## src/rtl/irq_ctrl_pkg.sv

```systemverilog
// Shared types and constants for the sticky-status interrupt controller.
package irq_ctrl_pkg;

  typedef enum logic [1:0] {
    IDLE   = 2'd0,
    ASSERT = 2'd1,
    HOLD   = 2'd2
  } irq_state_e;

  // Wide enough for the largest holdoff (15).
  localparam int HOLD_W = 4;

endpackage

```

## src/rtl/irq_prio_enc.sv

```systemverilog
// Combinational lowest-index-first priority encoder.
module irq_prio_enc #(
  parameter int N    = 8,
  parameter int ID_W = 3
) (
  input  logic [N-1:0]    vec,
  output logic            vld,
  output logic [ID_W-1:0] idx
);

  // Scan from the top down so the lowest set bit is the last to write idx.
  always_comb begin
    vld = 1'b0;
    idx = '0;
    for (int i = N - 1; i >= 0; i--) begin
      if (vec[i]) begin
        vld = 1'b1;
        idx = ID_W'(i);
      end
    end
  end

endmodule

```

## src/rtl/irq_rc_bit.sv

```systemverilog
// Single-bit sticky read-clear status register: trig sets, re/clr clear,
// and a set in the same cycle beats any clear.
module irq_rc_bit (
  input  logic clk,
  input  logic rst_n,
  input  logic trig,
  input  logic re,
  input  logic clr,
  output logic q
);

  // Set has priority over both clear sources so no event is ever lost.
  always_ff @(posedge clk or negedge rst_n) begin
    if (!rst_n)          q <= 1'b0;
    else if (trig)       q <= 1'b1;
    else if (re || clr)  q <= 1'b0;
  end

endmodule

```

## src/rtl/irq_status_ctrl.sv

```systemverilog
// Interrupt controller on sticky read-clear status bits: captures source
// events into pending bits, masks them, and services the lowest-index
// eligible source through a single registered irq line with holdoff.
// Optional: define IRQ_EDGE_TRIG_EN to set pending on rising edges of
// src_trig only (adds one cycle of latency).
module irq_status_ctrl
  import irq_ctrl_pkg::*;
#(
  parameter int N_SRC   = 8,
  parameter int ID_W    = 3,
  parameter int HOLDOFF = 2
) (
  input  logic             clk,
  input  logic             rst_n,
  input  logic [N_SRC-1:0] src_trig,
  input  logic             mask_wr,
  input  logic [N_SRC-1:0] mask_din,
  output logic [N_SRC-1:0] mask_q,
  input  logic             stat_re,
  output logic [N_SRC-1:0] stat_q,
  output logic             irq,
  output logic [ID_W-1:0]  irq_id,
  input  logic             irq_ack,
  output logic             busy
);

  irq_state_e        state, state_n;
  logic [HOLD_W-1:0] cnt, cnt_n;
  logic              irq_n;
  logic [ID_W-1:0]   irq_id_n;

  logic [N_SRC-1:0]  set_vec;
  logic [N_SRC-1:0]  ack_vec;
  logic [N_SRC-1:0]  pending;
  logic [N_SRC-1:0]  elig;
  logic              win_vld;
  logic [ID_W-1:0]   win_idx;

`ifdef IRQ_EDGE_TRIG_EN
  logic [N_SRC-1:0]  trig_d1, trig_d2;

  // Two-stage sample of the raw triggers; a 0->1 between them is an event.
  always_ff @(posedge clk or negedge rst_n) begin
    if (!rst_n) begin
      trig_d1 <= '0;
      trig_d2 <= '0;
    end else begin
      trig_d1 <= src_trig;
      trig_d2 <= trig_d1;
    end
  end

  assign set_vec = trig_d1 & ~trig_d2;
`else
  assign set_vec = src_trig;
`endif

  // Mask register; resets to all sources masked.
  always_ff @(posedge clk or negedge rst_n) begin
    if (!rst_n)       mask_q <= '1;
    else if (mask_wr) mask_q <= mask_din;
  end

  // One sticky status bit per source; ack only clears the in-service one.
  for (genvar i = 0; i < N_SRC; i++) begin : g_src
    assign ack_vec[i] = irq_ack && (state == ASSERT) && (irq_id == ID_W'(i));

    irq_rc_bit u_bit (
      .clk   (clk),
      .rst_n (rst_n),
      .trig  (set_vec[i]),
      .re    (ack_vec[i]),
      .clr   (stat_re),
      .q     (pending[i])
    );
  end

  assign stat_q = pending;
  assign elig   = pending & ~mask_q;

  irq_prio_enc #(.N(N_SRC), .ID_W(ID_W)) u_enc (
    .vec (elig),
    .vld (win_vld),
    .idx (win_idx)
  );

  // FSM and output registers.
  always_ff @(posedge clk or negedge rst_n) begin
    if (!rst_n) begin
      state  <= IDLE;
      cnt    <= '0;
      irq    <= 1'b0;
      irq_id <= '0;
    end else begin
      state  <= state_n;
      cnt    <= cnt_n;
      irq    <= irq_n;
      irq_id <= irq_id_n;
    end
  end

  // Next state: once asserted, irq is committed until ack regardless of
  // later mask or status-clear activity; new winners wait for IDLE.
  always_comb begin
    state_n  = state;
    cnt_n    = cnt;
    irq_n    = irq;
    irq_id_n = irq_id;
    case (state)
      IDLE: begin
        if (win_vld) begin
          state_n  = ASSERT;
          irq_n    = 1'b1;
          irq_id_n = win_idx;
        end
      end
      ASSERT: begin
        if (irq_ack) begin
          irq_n = 1'b0;
          if (HOLDOFF == 0) begin
            state_n = IDLE;
          end else begin
            state_n = HOLD;
            cnt_n   = HOLD_W'(HOLDOFF);
          end
        end
      end
      HOLD: begin
        irq_n = 1'b0;
        if (cnt <= HOLD_W'(1)) begin
          cnt_n   = '0;
          state_n = IDLE;
        end else begin
          cnt_n = cnt - HOLD_W'(1);
        end
      end
      default: begin
        state_n = IDLE;
        irq_n   = 1'b0;
      end
    endcase
  end

  assign busy = (state != IDLE);

endmodule

```

## config.mk

```make
export PLATFORM = sky130hd
export DESIGN_NAME = irq_status_ctrl
export DESIGN_NICKNAME = d
export VERILOG_FILES = /design/src/rtl/irq_ctrl_pkg.sv /design/src/rtl/irq_prio_enc.sv /design/src/rtl/irq_rc_bit.sv /design/src/rtl/irq_status_ctrl.sv
export SDC_FILE = /design/constraint.sdc
export NUM_CORES = 1
export LEC_CHECK = 0
export CAP_MARGIN = 10
export CORE_UTILIZATION = 45
export CTS_CLUSTER_DIAMETER = 150
export DETAILED_ROUTE_END_ITERATION = 10
export HOLD_SLACK_MARGIN = 0.02
export PLACE_DENSITY_LB_ADDON = 0.08
export REMOVE_ABC_BUFFERS = 1
export SLEW_MARGIN = 30
export SYNTH_ARGS = -nofsm -noshare
export SYNTH_HDL_FRONTEND = slang
export SYNTH_SLANG_ARGS = --single-unit
```

## constraint.sdc

```tcl
create_clock -name clk -period 1.6 [get_ports clk]
set_input_delay 0.16 -clock clk [delete_from_list [all_inputs] [get_ports clk]]
set_output_delay 0.16 -clock clk [all_outputs]
set_load 0.03 [all_outputs]
```

## Yosys cells after proc, flatten, opt, wreduce, memory -nomap -nowiden

Index checks and enable logic that the tools add are counted.

- Bits in registers: 26
- Bits of input ports: 21
- Output and inout port bits: 21
- Word-level logic and storage cells: 104

- Add/sub/neg operators: 1
- $lt $le $gt $ge: 1
- Eq/ne operators: 12
- Multiplexer cells: 42
- Bitwise operators: 2
- Reduce and logical (&&, ||, !) cells: 33

Operators with widths:

| cell | count |
|---|---|
| 2-to-1 mux 1 bit | 26 |
| 2-to-1 mux 3 bit | 8 |
| nonzero test 2 bit | 10 |
| equality test 3 bit, second input constant | 4 |
| logical AND 1 bit | 9 |
| bitwise AND 8 bit | 1 |
| logical OR 1 bit | 8 |
| 2-to-1 mux 4 bit | 2 |
| inverter 8 bit | 1 |
| case mux 4 bit (2 select lines) | 1 |
| equality test 3 x 2 -> 1 bit, second input constant | 2 |
| 2-to-1 mux 2 bit | 3 |
| case mux 2 bit (3 select lines) | 1 |
| AND reduction 2 bit | 3 |
| <= comparator 4 x 1 -> 1 bit, second input constant | 1 |
| != test 2 bit, second input constant | 2 |
| subtractor 4 x 1 -> 4 bit, second input constant | 1 |
| equality test 3 x 1 -> 1 bit, second input constant | 1 |
| logical NOT 3 bit | 1 |
| AND reduction 3 bit | 1 |
| equality test 2 x 1 -> 1 bit, second input constant | 1 |
| equality test 2 bit, second input constant | 1 |
| logical NOT 2 bit | 1 |
| != test 2 x 1 -> 1 bit, second input constant | 1 |
| case mux 1 bit (2 select lines) | 1 |

## Depth between registers and ports, before layout

Gate-level depths: netlist (run 1).

- Depth in word-level cells: 12
- Depth in mapped cells: 5
- Gate-level depth less buffers: 5

## Cells and area by module

From an unflattened synthesis (run 1), not the netlist that was laid out.

- Cell total of the unflattened synthesis: 121
- Area total of the unflattened synthesis: 1,376.3 um^2

Modules (own cells, without submodules):

| module | times used | cells an instance | area each (um^2) | seq. area each (um^2) |
|---|---|---|---|---|
| irq_status_ctrl | 1 | 84 | 1,006.0 | 460.4 |
| irq_rc_bit | 8 | 3 | 36.3 | 25.0 |
| irq_prio_enc | 1 | 13 | 80.1 | 0.0 |

## Least setup slack after synthesis (run 1)

OpenSTA, ideal clock, no wires.

- Kind: reg2reg
- Start point: register mask_q[2]
- End point: register irq_id[0]
- Setup time: 128 ps
- Data arrival time: 1,448 ps
- Data required time: 1,472 ps
- Path slack: 24 ps
- Cell stages (with the launch flop): 5
- Path buffers: 0
- Clock period less this slack: 1,576 ps
- Cells stage by stage: dfstp_2 > nand2b_1 > nand4b_1 > o21ai_1 > mux2_1

- Cells in the longest elaborated chain, start to end: 6
- Elaborated cells between the ends (all ways): 9
- Classes of those cells: mux: 6; bitwise: 2; reduce/logical: 1

Ends and longest elaborated chain:

| item | RTL line | text |
|---|---|---|
| from (decl) | irq_status_ctrl.sv:18 | `output logic [N_SRC-1:0] mask_q,` |
| from (signal assigned) | irq_status_ctrl.sv:61 | `else if (mask_wr) mask_q <= mask_din;` |
| inverter 8 bit * | irq_status_ctrl.sv:79 | `assign elig = pending & ~mask_q;` |
| bitwise AND 8 bit * | irq_status_ctrl.sv:79 |  |
| 2-to-1 mux 1 bit (3 in a row) | irq_prio_enc.sv:16 | `if (vec[i]) begin` |
| AND reduction 2 bit (no line) | - |  |
| to (signal assigned) | irq_status_ctrl.sv:98 | `irq_id <= irq_id_n;` |
| to (decl) | irq_status_ctrl.sv:22 | `output logic [ID_W-1:0] irq_id,` |

Mark *: on every way between the ends. The rest lies on a longest branch, timed or not.
A chain may end at the register's enable or synchronous reset.

## Worst setup path after layout (run 1)

- Start point: register g_src[1].u_bit.q
- End point: output port stat_q[1]

RTL lines:

| item | RTL line | text |
|---|---|---|
| from (decl) | irq_rc_bit.sv:9 | `output logic q` |
| from (signal assigned) | irq_rc_bit.sv:14 | `if (!rst_n) q <= 1'b0;` |
| from (signal assigned) | irq_rc_bit.sv:15 | `else if (trig) q <= 1'b1;` |
| from (signal assigned) | irq_rc_bit.sv:16 | `else if (re \|\| clr) q <= 1'b0;` |
| to (decl) | irq_status_ctrl.sv:20 | `output logic [N_SRC-1:0] stat_q,` |

No word-level cell between the ends.

==> results of run 1 <==
-- sequential cells by signal (all words and copies together), names as in the netlist --
register,cells
g_src.u_bit.q,8
mask_q,8
cnt,4
irq_id,3
state,2
irq,1
-- how the worst max path moves through the flow --
stage                                   endpoint  depth (start not counted)  slack, ps
finish                                 stat_q[1]                          1         50
detailed placement  g_src[7].u_bit.q$_DFFE_PN0P_                          5         30
CTS                                    stat_q[5]                          1          2
floorplan                  irq_id[0]$_DFFE_PN0P_                          4         20
global placement    g_src[7].u_bit.q$_DFFE_PN0P_                          5         70
global route                           stat_q[1]                          1          9
-- cell families (layout without fill, tap and decap cells) --
logic type	count (synthesis)	count (layout)	synth area share, %
compound gates	28	28	14.39
xor+xnor	1	1	0.6630
fa+ha+maj	2	2	1.894
buf+inv	16	57	7.008
flops	26	26	50.00
mux	7	7	5.965
simple gates	44	44	20.08
-- power breakdown --
group | switching [mW] | total [mW] | internal, mW
clock network | 0.209 | 0.301 | 0.0920
registers | 0.173 | 0.991 | 0.818
logic | 0.558 | 0.991 | 0.433
-- cell type report --
cell class                      instances  share of cell area, %
Clock buffer                            3                  1.272
Clock inverter                          1                 0.2120
Timing Repair Buffer                   47                  25.58
Multi-Input combinational cell         82                  32.08
Inverter                                6                  1.272
Sequential cell                        26                  37.39
Tap cell                               31                  2.191
-- Yosys cell counts, types with 3 or more instances --
| cell | number | share of area, % |
|---|---|---|
| inv_1 | 6 | 1.7 |
| nand2_1 | 12 | 3.4 |
| nor2b_1 | 5 | 2.4 |
| o21ai_0 | 3 | 1.1 |
| dfstp_2 | 8 | 16 |
| nand3_1 | 3 | 1.1 |
| buf_4 | 8 | 4.5 |
| nor3_1 | 3 | 1.1 |
| mux2_2 | 6 | 5.1 |
| o21ai_1 | 4 | 1.5 |
| a31o_1 | 8 | 5.3 |
| dfrtp_1 | 18 | 34 |
| a21oi_1 | 5 | 1.9 |
| nand2b_1 | 9 | 4.3 |
-- metrics by stage --
stage          cells  util, %  worst slack [ps]  instance area [sq um]
6_report         196    64.20             49.16                   1770
2_1_floorplan    114        -             22.68                   1251
3_3_place_gp     192    63.29             65.68                   1745
3_5_place_dp     192    63.29             34.85                   1745
5_1_grt          196    64.20             8.825                   1770
4_1_cts          196    63.66             1.731                   1755
-- cells in the final DEF (no fill, tap or decap), drive strengths merged --
cell and count:
clkdlybuf4s50 21, dfrtp 18, dlygate4sd2 14, nor2b 7
clkbuf 3, nand4 1, nand3b 1, a21oi 5
ha 2, nand4b 2, inv 6, nor2 4
o31ai 1, a31oi 2, and3 1, a311o 1
clkinv 1, a211oi 2, mux2 7, nand2 12
buf 6, nor3 3, o221ai 1, dfstp 8
a31o 8, dlymetal6s2s 6, nand3 4, nand2b 9
o22ai 1, o21ai 7, xnor2 1
-- worst register-to-register path: stages, from the launching register on --
cell      delay, ps
dfrtp_1         430
inv_1           100
ha_1            170
nor2_1           50
o31ai_1         430
o221ai_1        170
-- routing by layer --
layer / global-route usage [%] / wire length [um] / vias up
li1: - / - / 511
met1: 26.09 / 1330 / 521
met2: 31.97 / 1347 / 31
met3: 3.023 / 126 / 6
met4: 8.362 / 45 / 0
met5: 0 / 0 / -
-- repair_timing --
| item | CTS | global route |
|---|---|---|
| setup buffers | 0 | 0 |
| gates resized for setup | 15 | 6 |
| setup endpoints to repair | 14 | 6 |
| hold buffers | 0 | 0 |
==> results.md, run 1 <==
* Largest net degree at the start of global routing at 27
* Clock buffer depth at 2
* Setup crit end kind: output port
* Final #Nets at around 190
* Ys flop type: dfrtp_1
* Fraction of layout cells with a size suffix above 1 at 18.79%
* Final Power at about 2.3 mW
* Sink Count at 26
* Gr usage total at a little under 20%
* Worst Skew at 15.75 ps
* CP bufs+invs at 1
* Slew Viols, Final at 0
* Placeable Area at about 2800 sq um
* Setup crit start: g_src[1].u_bit.q$_DFFE_PN0P_
* Grt ovf at 0
* Seq/Total Area, Yosys at between 50% and 60%
* Sequential Area at 661.9 sq um
* Worst r2r path cells at 5
* F_max at 644.8 MHz
* # setup viols final at 0
* Status: finished clean
* Vias in the first global route at approximately 1100
* Number of enable flip-flop cells after synthesis at 0
* WP data required at 1440 ps
* Yosys reg bits at 26
* Worst hold path class: input pin to async pin
* Placer congestion estimate at between 0.8 and 0.9
* Post-Route Setup TNS at 0 ps
* First-pass iteration count of the detailed router at 4
* Synthesis-to-layout area growth at 34.00%
* Die ar. at ~3200 sq um
* Final period util at between 90 and 100%
* TritonCTS Buffers at 3
* ANT cells at 0
* I/O Buffers at slightly above 40
* R2R setup slack at around 120 ps
* Global-route wire length before repair at 4802 um
* Rel. slew slack at ~66%
* Final WL at between 2000 and 3000 um
* Yosys cell types at 32
* Cell count after synthesis at between 100 and 150
* Max-cap violations at 0
* FP Rows at 19
* Initial Utilization at between 40% and 50%
* Slowest cell on the critical path: clkdlybuf4s50_1
* I/O pin count at 42
* Final Hold Violating Endpoints at 0
* DRC at 0
* RSZ-0062 raised after global routing: no
* Worst-Skew Late Latency at around 340 ps
* Leakage power at between 0.7 and 0.8 nW
* Reg2reg end: cnt[1]$_DFFE_PN0P_
* Fill cell count at about 250
* Vias post-DR at around 1100
* ANT nets after route at 0
* Initial antenna violation count at 0
* Root buf cell: clkbuf_4
* Crit Path Category: flip-flop to output port
* Area of the multi-input gates at about 570 sq um
* Peak VDD IR at about 1200 uV
* Critical path peak fanout at 3
* Crit path max-delay family: buffers and inverters
* Width of the die at roughly 56 um
* Tmin final at roughly 1600 ps
* Arr. time, crit path at around 1400 ps
* Overall die height at 56.19 um
* Pwr dens at approximately 1300 nW/um^2
* FFs w/ async S/R, synth at between 90% and 100%
* Slew @ Worst Pin at a little over 500 ps
* Reg clk slew, reported paths at about 150 ps
* CTS tree: built
* Post-Syn Area at roughly 1300 sq um
* DP Wirelength at between 2000 and 2500 um
* Synth warn at 0
* Wire length per cell at roughly 15 um
* DR iter-0 viols at 34
* FF-to-FF Start: cnt[1]$_DFFE_PN0P_
* Hold_ws at ~160 ps
* CP cell instances: clkdlybuf4s50_1
* CP startpoint kind: flip-flop
* Vias/cell at 5.454
* Post-synthesis average cell area at ~11 sq um
* Slowest cell delay on critical path at roughly 670 ps
* Htree depth at 1
Note: power is estimated with default switching activity, not from simulation.
==> run 2: changes to the inputs <==
--- a/config.mk
+++ b/config.mk
@@ -9,7 +9,6 @@
 export CORE_UTILIZATION = 45
 export CTS_CLUSTER_DIAMETER = 150
 export DETAILED_ROUTE_END_ITERATION = 10
-export HOLD_SLACK_MARGIN = 0.02
 export PLACE_DENSITY_LB_ADDON = 0.08
 export REMOVE_ABC_BUFFERS = 1
 export SLEW_MARGIN = 30
==> results of run 2 <==
The final DEF is identical to that of run 1; final timing and power are the same.
